<file path="src/rtl/ibex_mem_arbiter.sv">
// Two-into-one req/gnt/rvalid arbiter: instruction fetch and load/store share
// one memory port. New requests are chosen round-robin (or data-first) and
// the choice is held until granted; in-order responses are steered back to
// their source with a small FIFO of source IDs.
module ibex_mem_arbiter #(
  parameter int unsigned MaxOutstanding = 2,
  parameter bit          DataPriority   = 1'b0
) (
  input  logic        CLK,
  input  logic        RST_N,

  input  logic        instr_req_i,
  output logic        instr_gnt_o,
  output logic        instr_rvalid_o,
  input  logic [31:0] instr_addr_i,
  output logic [31:0] instr_rdata_o,
  output logic [6:0]  instr_rdata_intg_o,
  output logic        instr_err_o,

  input  logic        data_req_i,
  output logic        data_gnt_o,
  output logic        data_rvalid_o,
  input  logic        data_we_i,
  input  logic [3:0]  data_be_i,
  input  logic [31:0] data_addr_i,
  input  logic [31:0] data_wdata_i,
  input  logic [6:0]  data_wdata_intg_i,
  output logic [31:0] data_rdata_o,
  output logic [6:0]  data_rdata_intg_o,
  output logic        data_err_o,

  output logic        mem_req_o,
  input  logic        mem_gnt_i,
  input  logic        mem_rvalid_i,
  output logic        mem_we_o,
  output logic [3:0]  mem_be_o,
  output logic [31:0] mem_addr_o,
  output logic [31:0] mem_wdata_o,
  output logic [6:0]  mem_wdata_intg_o,
  input  logic [31:0] mem_rdata_i,
  input  logic [6:0]  mem_rdata_intg_i,
  input  logic        mem_err_i,

  output logic        unexpected_rvalid_o
);

  typedef enum logic [1:0] {
    IDLE,
    LOCK_I,
    LOCK_D
  } state_e;

  localparam logic [2:0] MaxCnt  = 3'(MaxOutstanding);
  localparam logic [1:0] LastPtr = 2'(MaxOutstanding - 1);

  state_e      state_q, state_d;
  logic        ready_q, ready_d;
  logic        last_grant_q, last_grant_d;   // 1 = data was granted last
  logic [3:0]  fifo_q, fifo_d;               // source IDs, 1 = data
  logic [1:0]  wr_ptr_q, wr_ptr_d;
  logic [1:0]  rd_ptr_q, rd_ptr_d;
  logic [2:0]  count_q, count_d;
  logic        unexp_q, unexp_d;

  logic        sel_data;
  logic        sel_req;
  logic        grant;
  logic        pop;
  logic        head_id;

  // Pick the requester to present: fresh arbitration in IDLE, held while locked
  always_comb begin
    sel_data = 1'b0;
    sel_req  = 1'b0;
    unique case (state_q)
      IDLE: begin
        sel_req = instr_req_i | data_req_i;
        if (instr_req_i && data_req_i) begin
          sel_data = DataPriority | ~last_grant_q;
        end else begin
          sel_data = data_req_i;
        end
      end
      LOCK_I: begin
        sel_req = instr_req_i;
      end
      LOCK_D: begin
        sel_data = 1'b1;
        sel_req  = data_req_i;
      end
      default: ;
    endcase
  end

  // Request path toward the shared port and grant fan-back
  always_comb begin
    mem_req_o   = ready_q & sel_req & (count_q < MaxCnt);
    grant       = mem_req_o & mem_gnt_i;
    instr_gnt_o = grant & ~sel_data;
    data_gnt_o  = grant & sel_data;
    if (sel_data) begin
      mem_we_o         = data_we_i;
      mem_be_o         = data_be_i;
      mem_addr_o       = data_addr_i;
      mem_wdata_o      = data_wdata_i;
      mem_wdata_intg_o = data_wdata_intg_i;
    end else begin
      mem_we_o         = 1'b0;
      mem_be_o         = 4'hF;
      mem_addr_o       = instr_addr_i;
      mem_wdata_o      = '0;
      mem_wdata_intg_o = '0;
    end
  end

  // Response steering by the oldest outstanding source ID
  always_comb begin
    head_id             = fifo_q[rd_ptr_q];
    pop                 = mem_rvalid_i & (count_q != '0);
    instr_rvalid_o      = pop & ~head_id;
    data_rvalid_o       = pop & head_id;
    instr_rdata_o       = instr_rvalid_o ? mem_rdata_i      : '0;
    instr_rdata_intg_o  = instr_rvalid_o ? mem_rdata_intg_i : '0;
    instr_err_o         = instr_rvalid_o & mem_err_i;
    data_rdata_o        = data_rvalid_o  ? mem_rdata_i      : '0;
    data_rdata_intg_o   = data_rvalid_o  ? mem_rdata_intg_i : '0;
    data_err_o          = data_rvalid_o  & mem_err_i;
    unexpected_rvalid_o = unexp_q;
  end

  // Lock until granted; a dropped request while locked abandons the lock
  always_comb begin
    state_d = state_q;
    unique case (state_q)
      IDLE: begin
        if (mem_req_o && !mem_gnt_i) begin
          state_d = sel_data ? LOCK_D : LOCK_I;
        end
      end
      LOCK_I, LOCK_D: begin
        if (!sel_req || grant) begin
          state_d = IDLE;
        end
      end
      default: state_d = IDLE;
    endcase
  end

  // ID FIFO, round-robin history, readiness and sticky spurious-response flag
  always_comb begin
    fifo_d       = fifo_q;
    wr_ptr_d     = wr_ptr_q;
    rd_ptr_d     = rd_ptr_q;
    last_grant_d = last_grant_q;
    ready_d      = 1'b1;
    unexp_d      = unexp_q | (mem_rvalid_i & (count_q == '0));
    if (grant) begin
      fifo_d[wr_ptr_q] = sel_data;
      wr_ptr_d         = (wr_ptr_q == LastPtr) ? '0 : wr_ptr_q + 2'd1;
      last_grant_d     = sel_data;
    end
    if (pop) begin
      rd_ptr_d = (rd_ptr_q == LastPtr) ? '0 : rd_ptr_q + 2'd1;
    end
    count_d = count_q + {2'b00, grant} - {2'b00, pop};
  end

  // State registers
  always_ff @(posedge CLK or negedge RST_N) begin
    if (!RST_N) begin
      state_q      <= IDLE;
      ready_q      <= 1'b0;
      last_grant_q <= 1'b0;
      fifo_q       <= '0;
      wr_ptr_q     <= '0;
      rd_ptr_q     <= '0;
      count_q      <= '0;
      unexp_q      <= 1'b0;
    end else begin
      state_q      <= state_d;
      ready_q      <= ready_d;
      last_grant_q <= last_grant_d;
      fifo_q       <= fifo_d;
      wr_ptr_q     <= wr_ptr_d;
      rd_ptr_q     <= rd_ptr_d;
      count_q      <= count_d;
      unexp_q      <= unexp_d;
    end
  end

endmodule
</file>
<file path="config.mk">
export PLATFORM = sky130hd
export DESIGN_NAME = ibex_mem_arbiter
export DESIGN_NICKNAME = d
export VERILOG_FILES = /design/src/rtl/ibex_mem_arbiter.sv
export SDC_FILE = /design/constraint.sdc
export NUM_CORES = 1
export LEC_CHECK = 0
export ABC_AREA = 1
export ABC_CLOCK_PERIOD_IN_PS = 6800
export CAP_MARGIN = 20
export CORE_AREA = 2 2 122 124
export DETAILED_ROUTE_END_ITERATION = 7
export DIE_AREA = 0 0 124 126
export SYNTH_ARGS = -nofsm -noshare
export SYNTH_HDL_FRONTEND = slang
export SYNTH_SLANG_ARGS = --single-unit
export TNS_END_PERCENT = 30
</file>
<file path="constraint.sdc">
create_clock -name CLK -period 6.8 [get_ports CLK]
set_input_delay 1.36 -clock CLK [delete_from_list [all_inputs] [get_ports CLK]]
set_output_delay 1.36 -clock CLK [all_outputs]
set_load 0.005 [all_outputs]
</file>
* Yosys cells after proc, flatten, opt, wreduce, memory -nomap -nowiden
Index checks and enable logic that the tools add are counted.
** Word-level totals
- Flip-flop bits (word level) :: 16
- Word-level logic and storage cells :: 72
- Output and inout bits :: 162
** Operators by class
- Magnitude comparators :: 4
- Equal/unequal tests :: 6
- Muxes and demuxes :: 23
- Bitwise gates (word level) :: 16
- $add $sub $neg :: 4
- Reduce and logical (&&, ||, !) cells :: 11
** Operators with widths (count)
- $mux 32 :: 4
- $mux 7 :: 3
- $and 1x1->1 :: 11
- $mux 2 :: 5
- $eq 2x1->1 const B :: 3
- $lt 2x3->1 const B :: 2
- $add 2x1->2 const B :: 2
- $bwmux 4 :: 1
- $mux 1 :: 4
- $mux 4 :: 1
- $ne 2x2->1 const B :: 2
- $pmux 2 s2 :: 1
- $add 3x1->3 :: 1
- $logic_and 1x1->1 :: 3
- $logic_not 3->1 :: 1
- $lt 3x2->1 const B :: 1
- $not 1->1 :: 3
- $pmux 1 s3 :: 1
- $reduce_bool 3->1 :: 1
- $sub 3x1->3 :: 1
- $bmux 1 s2 :: 1
- $demux 1 s2 :: 1
- $eq 2x2->1 const B :: 1
- $ge 2x1->1 const B :: 1
- other kinds (7) :: 9

* Logic depth before layout (Yosys ltp)
- Depth after elaboration :: 8
- Mapped depth :: 10
- Depth with buffers taken out :: 10

* Worst setup path before layout
OpenSTA, ideal clock, no wires.
- Path kind :: input port to output port
- From :: input instr_req_i
- To :: output mem_addr_o[0]
- Buffers on the path :: 2
- Arrival :: 2098 ps
- Slack :: 3342 ps
- Cell stages on the path :: 7
- Path through :: nand2_1 -> a31oi_4 -> inv_2 -> buf_2 -> buf_4 -> nand2_1 -> nand2_1
** On the way
- Word-level cells in the longest chain between the ends :: 4
** RTL lines
- from (decl) :: line 12 : input logic instr_req_i,
- $logic_and 1x1->1 :: line 78 : if (instr_req_i && data_req_i) begin
- $mux 1 :: line 78
- $pmux 1 s2 :: line 75 : unique case (state_q)
- $mux 32 :: line 101 : if (sel_data) begin
- to (decl) :: line 37 : output logic [31:0] mem_addr_o,
No other way between the ends.

* Final worst setup path
- From :: input instr_req_i
- To :: output mem_addr_o[25]
Same word-level chain as after synthesis.

==> impl_metrics.env <==
export IMPL_status="complete, no violations"
export IMPL_slew_headroom_pct=49.4
export IMPL_syn_to_final_growth_pct=159
export IMPL_crit_top_cell="nand2_1"
export IMPL_die_width_um=124
export IMPL_slew_violations=0
export IMPL_clk_path_buf_depth=2
export IMPL_grt_start_max_net_pins=80
export IMPL_core_um2=14300
export IMPL_clk_latency_ns=0.24
export IMPL_p_total_w=0.00132
export IMPL_ys_flop_type="dfrtp_1"
export IMPL_cts_buffers=3
export IMPL_io_pins=316
export IMPL_fin_hold_ws_ns=0.466
export IMPL_hold_buffers=0
export IMPL_grt_overflow_total=0
export IMPL_ys_seq_area_share_pct=18.8
export IMPL_grt_usage_pct=12.1
export IMPL_cts_root_buf="clkbuf_16"
export IMPL_clkTransAtPathRegs_ns=0.05
export IMPL_drtPass1Iterations=4
export IMPL_end_kind="primary output"
export IMPL_netlist_area_leader_share_pct=22.9
export IMPL_fmax_mhz=206
export IMPL_worst_pin_slew_ns=0.759
export IMPL_synth_edf_count=0
export IMPL_fin_crit_ns=4.85
export IMPL_yosysMostFrequentCell="nor2_1"
export IMPL_avgSynthCellArea_um2=5.01
export IMPL_fin_crit_sh_pct=71.4
export IMPL_synth_common_cells="nor2_1, nand2_1, inv_1"
export IMPL_antennaDiodeCount=0
export IMPL_nets=891
export IMPL_finalClockSkew_ns=0.000999
export IMPL_num_vias=3384
export IMPL_fp_dieArea_um2=15600
export IMPL_setup_viol=0
export IMPL_post_cts_resized=0
export IMPL_ant_nets=0
export IMPL_synth_area_um2=2130
export IMPL_fin_util_pct=38.5
export IMPL_place_ws_ns=1.94
export IMPL_timing_setup_tns_ns=0
export IMPL_cp_max_fo=79
export IMPL_gp_congestion=0.745
export IMPL_post_cts_buffers=0
export IMPL_h_tree_depth=1
export IMPL_worstPathArrival_ns=3.50
export IMPL_path_class="primary input to primary output"
export IMPL_peakVddDrop_uv=110
export IMPL_start_kind="primary input"
export IMPL_hold_viol=0
export IMPL_yosysWarnings=0
export IMPL_required_ns=5.44
export IMPL_p_leak_nw=2.69
export IMPL_rsz0062_at_grt="no"
export IMPL_cts_tree="built"
export IMPL_via_per_inst=3.71
export IMPL_grt_pass1_wl_mm=15.0
export IMPL_port_buffers=315
export IMPL_numClockSinks=16
export IMPL_drtIter0Drc=59
export IMPL_first_global_vias=3115
export IMPL_wl_per_cell_um=11.3
export IMPL_ys_types=24
export IMPL_rows=44
export IMPL_power_density_nw_per_um2=239
export IMPL_synth_fp_nets=588
export IMPL_syn_inst=426
export IMPL_synth_area_leaders="nor2_1, nand2_1, dfrtp_1"
export IMPL_crit_path_cell_trace="clkdlybuf4s50_1, nand2_1, a31oi_4, buf_4, nand2_1, nand2_1, clkdlybuf4s50_1"
export IMPL_critPathMaxStageDelay_ns=0.62
export IMPL_dieHeight_um=126
export IMPL_drc_errors=0
export IMPL_hold_class="flop to flop"
export IMPL_start_util_pct=14.9
export IMPL_antenna_found_initial=0
export IMPL_wl_mm=10.3
export IMPL_ys_ff_latch=16
export IMPL_synth_top_area_cell="nor2_1"
export IMPL_setup_ws_ns=1.95
export IMPL_cap_viol_max_count=0
export IMPL_crit_slowest_cell="buf_4"
export IMPL_drive_gt1_share_pct=2.06
export IMPL_dp_hpwl_mm=8.70
export IMPL_async_reset_ff_share_pct=100
cells in the final DEF, fill, tap and decap left out:
| cell | instances |
|---|---|
| a21oi_1 | 2 |
| a31o_2 | 1 |
| a31oi_4 | 1 |
| buf_4 | 3 |
| clkbuf_16 | 3 |
| clkdlybuf4s50_1 | 315 |
| clkinv_2 | 1 |
| conb_1 | 1 |
| dfrtp_1 | 16 |
| fa_1 | 1 |
| ha_1 | 7 |
| inv_1 | 97 |
| inv_2 | 1 |
| nand2_1 | 125 |
| nand3_1 | 7 |
| nand4_1 | 1 |
| nand4_4 | 1 |
| nor2_1 | 130 |
| o2111ai_1 | 1 |
| o21a_1 | 1 |
| o21ai_0 | 5 |
| or2_2 | 4 |
| xnor2_1 | 1 |
| xor2_1 | 2 |
area by class of cell:
type | instances | area, µm²
clock buffers | 3 | 75.1
multi-input cells | 291 | 1260
repair buffers | 318 | 3180
well taps | 184 | 230
fillers | 1484 | 8800
flip-flops and latches | 16 | 400
inverters | 99 | 373
worst paths after layout:
kind                                        start                            end  slack [ns]  cells after the start
min reg2reg                 fifo_q[0]$_DFFE_PN0P_          fifo_q[0]$_DFFE_PN0P_        0.47                      2
max in group asynchronous                   RST_N         state_q[0]$_DFFE_PN0P_        4.82                      1
max reg2reg                state_q[0]$_DFFE_PN0P_           count_q[2]$_DFF_PN0_        4.31                     10
max                                   instr_req_i                 mem_addr_o[25]        1.95                      7
min in group asynchronous                   RST_N  unexpected_rvalid_o$_DFF_PN0_        1.54                      1
min                         fifo_q[0]$_DFFE_PN0P_          fifo_q[0]$_DFFE_PN0P_        0.47                      2
metrics by stage:
step | cells | area [µm²]
final | 911 | 5520
after floorplan | 426 | 2130
after global placement | 908 | 5440
after CTS | 911 | 5520
after global routing | 911 | 5520
after detailed placement | 908 | 5440
cell families after synthesis:
family	share of synthesized area, %
flip-flops	18.8
AO/OA/AOI/OAI	3.81
adder cells (fa/ha/maj)	5.04
other	0.176
AND/OR/NAND/NOR	49.0
XOR/XNOR	1.23
buffers and inverters	22.0
power breakdown:
part	switching, W	internal [W]	total (W)
combinational	0.000460	0.000587	0.00105
clock	0.0000340	0.0000770	0.000111
sequential	0.0000266	0.000132	0.000159
total	0.000520	0.000796	0.00132
flip-flops by register name, indices dropped and copies added (netlist names):
name / cells
last_grant_q: 1
count_q: 3
fifo_q: 4
ready_q: 1
rd_ptr_q: 2
unexpected_rvalid_o: 1
wr_ptr_q: 2
state_q: 2
layer usage:
layer | track usage (%) | vias to the layer above | part of all wire, %
met5 | 0 | - | 0
met4 | 3.70 | 0 | 2.1
met1 | 12.1 | 1375 | 35
met3 | 3.26 | 14 | 12
li1 | - | 1792 | -
met2 | 23.6 | 203 | 51
worst max-delay path: cells and delay by family:
| family | cells | cell delay (ns) |
|---|---|---|
| buffers and inverters | 3 | 1.61 |
| AND/OR/NAND/NOR | 3 | 0.32 |
| AO/OA/AOI/OAI | 1 | 0.15 |
(Power assumes the default switching activity.)
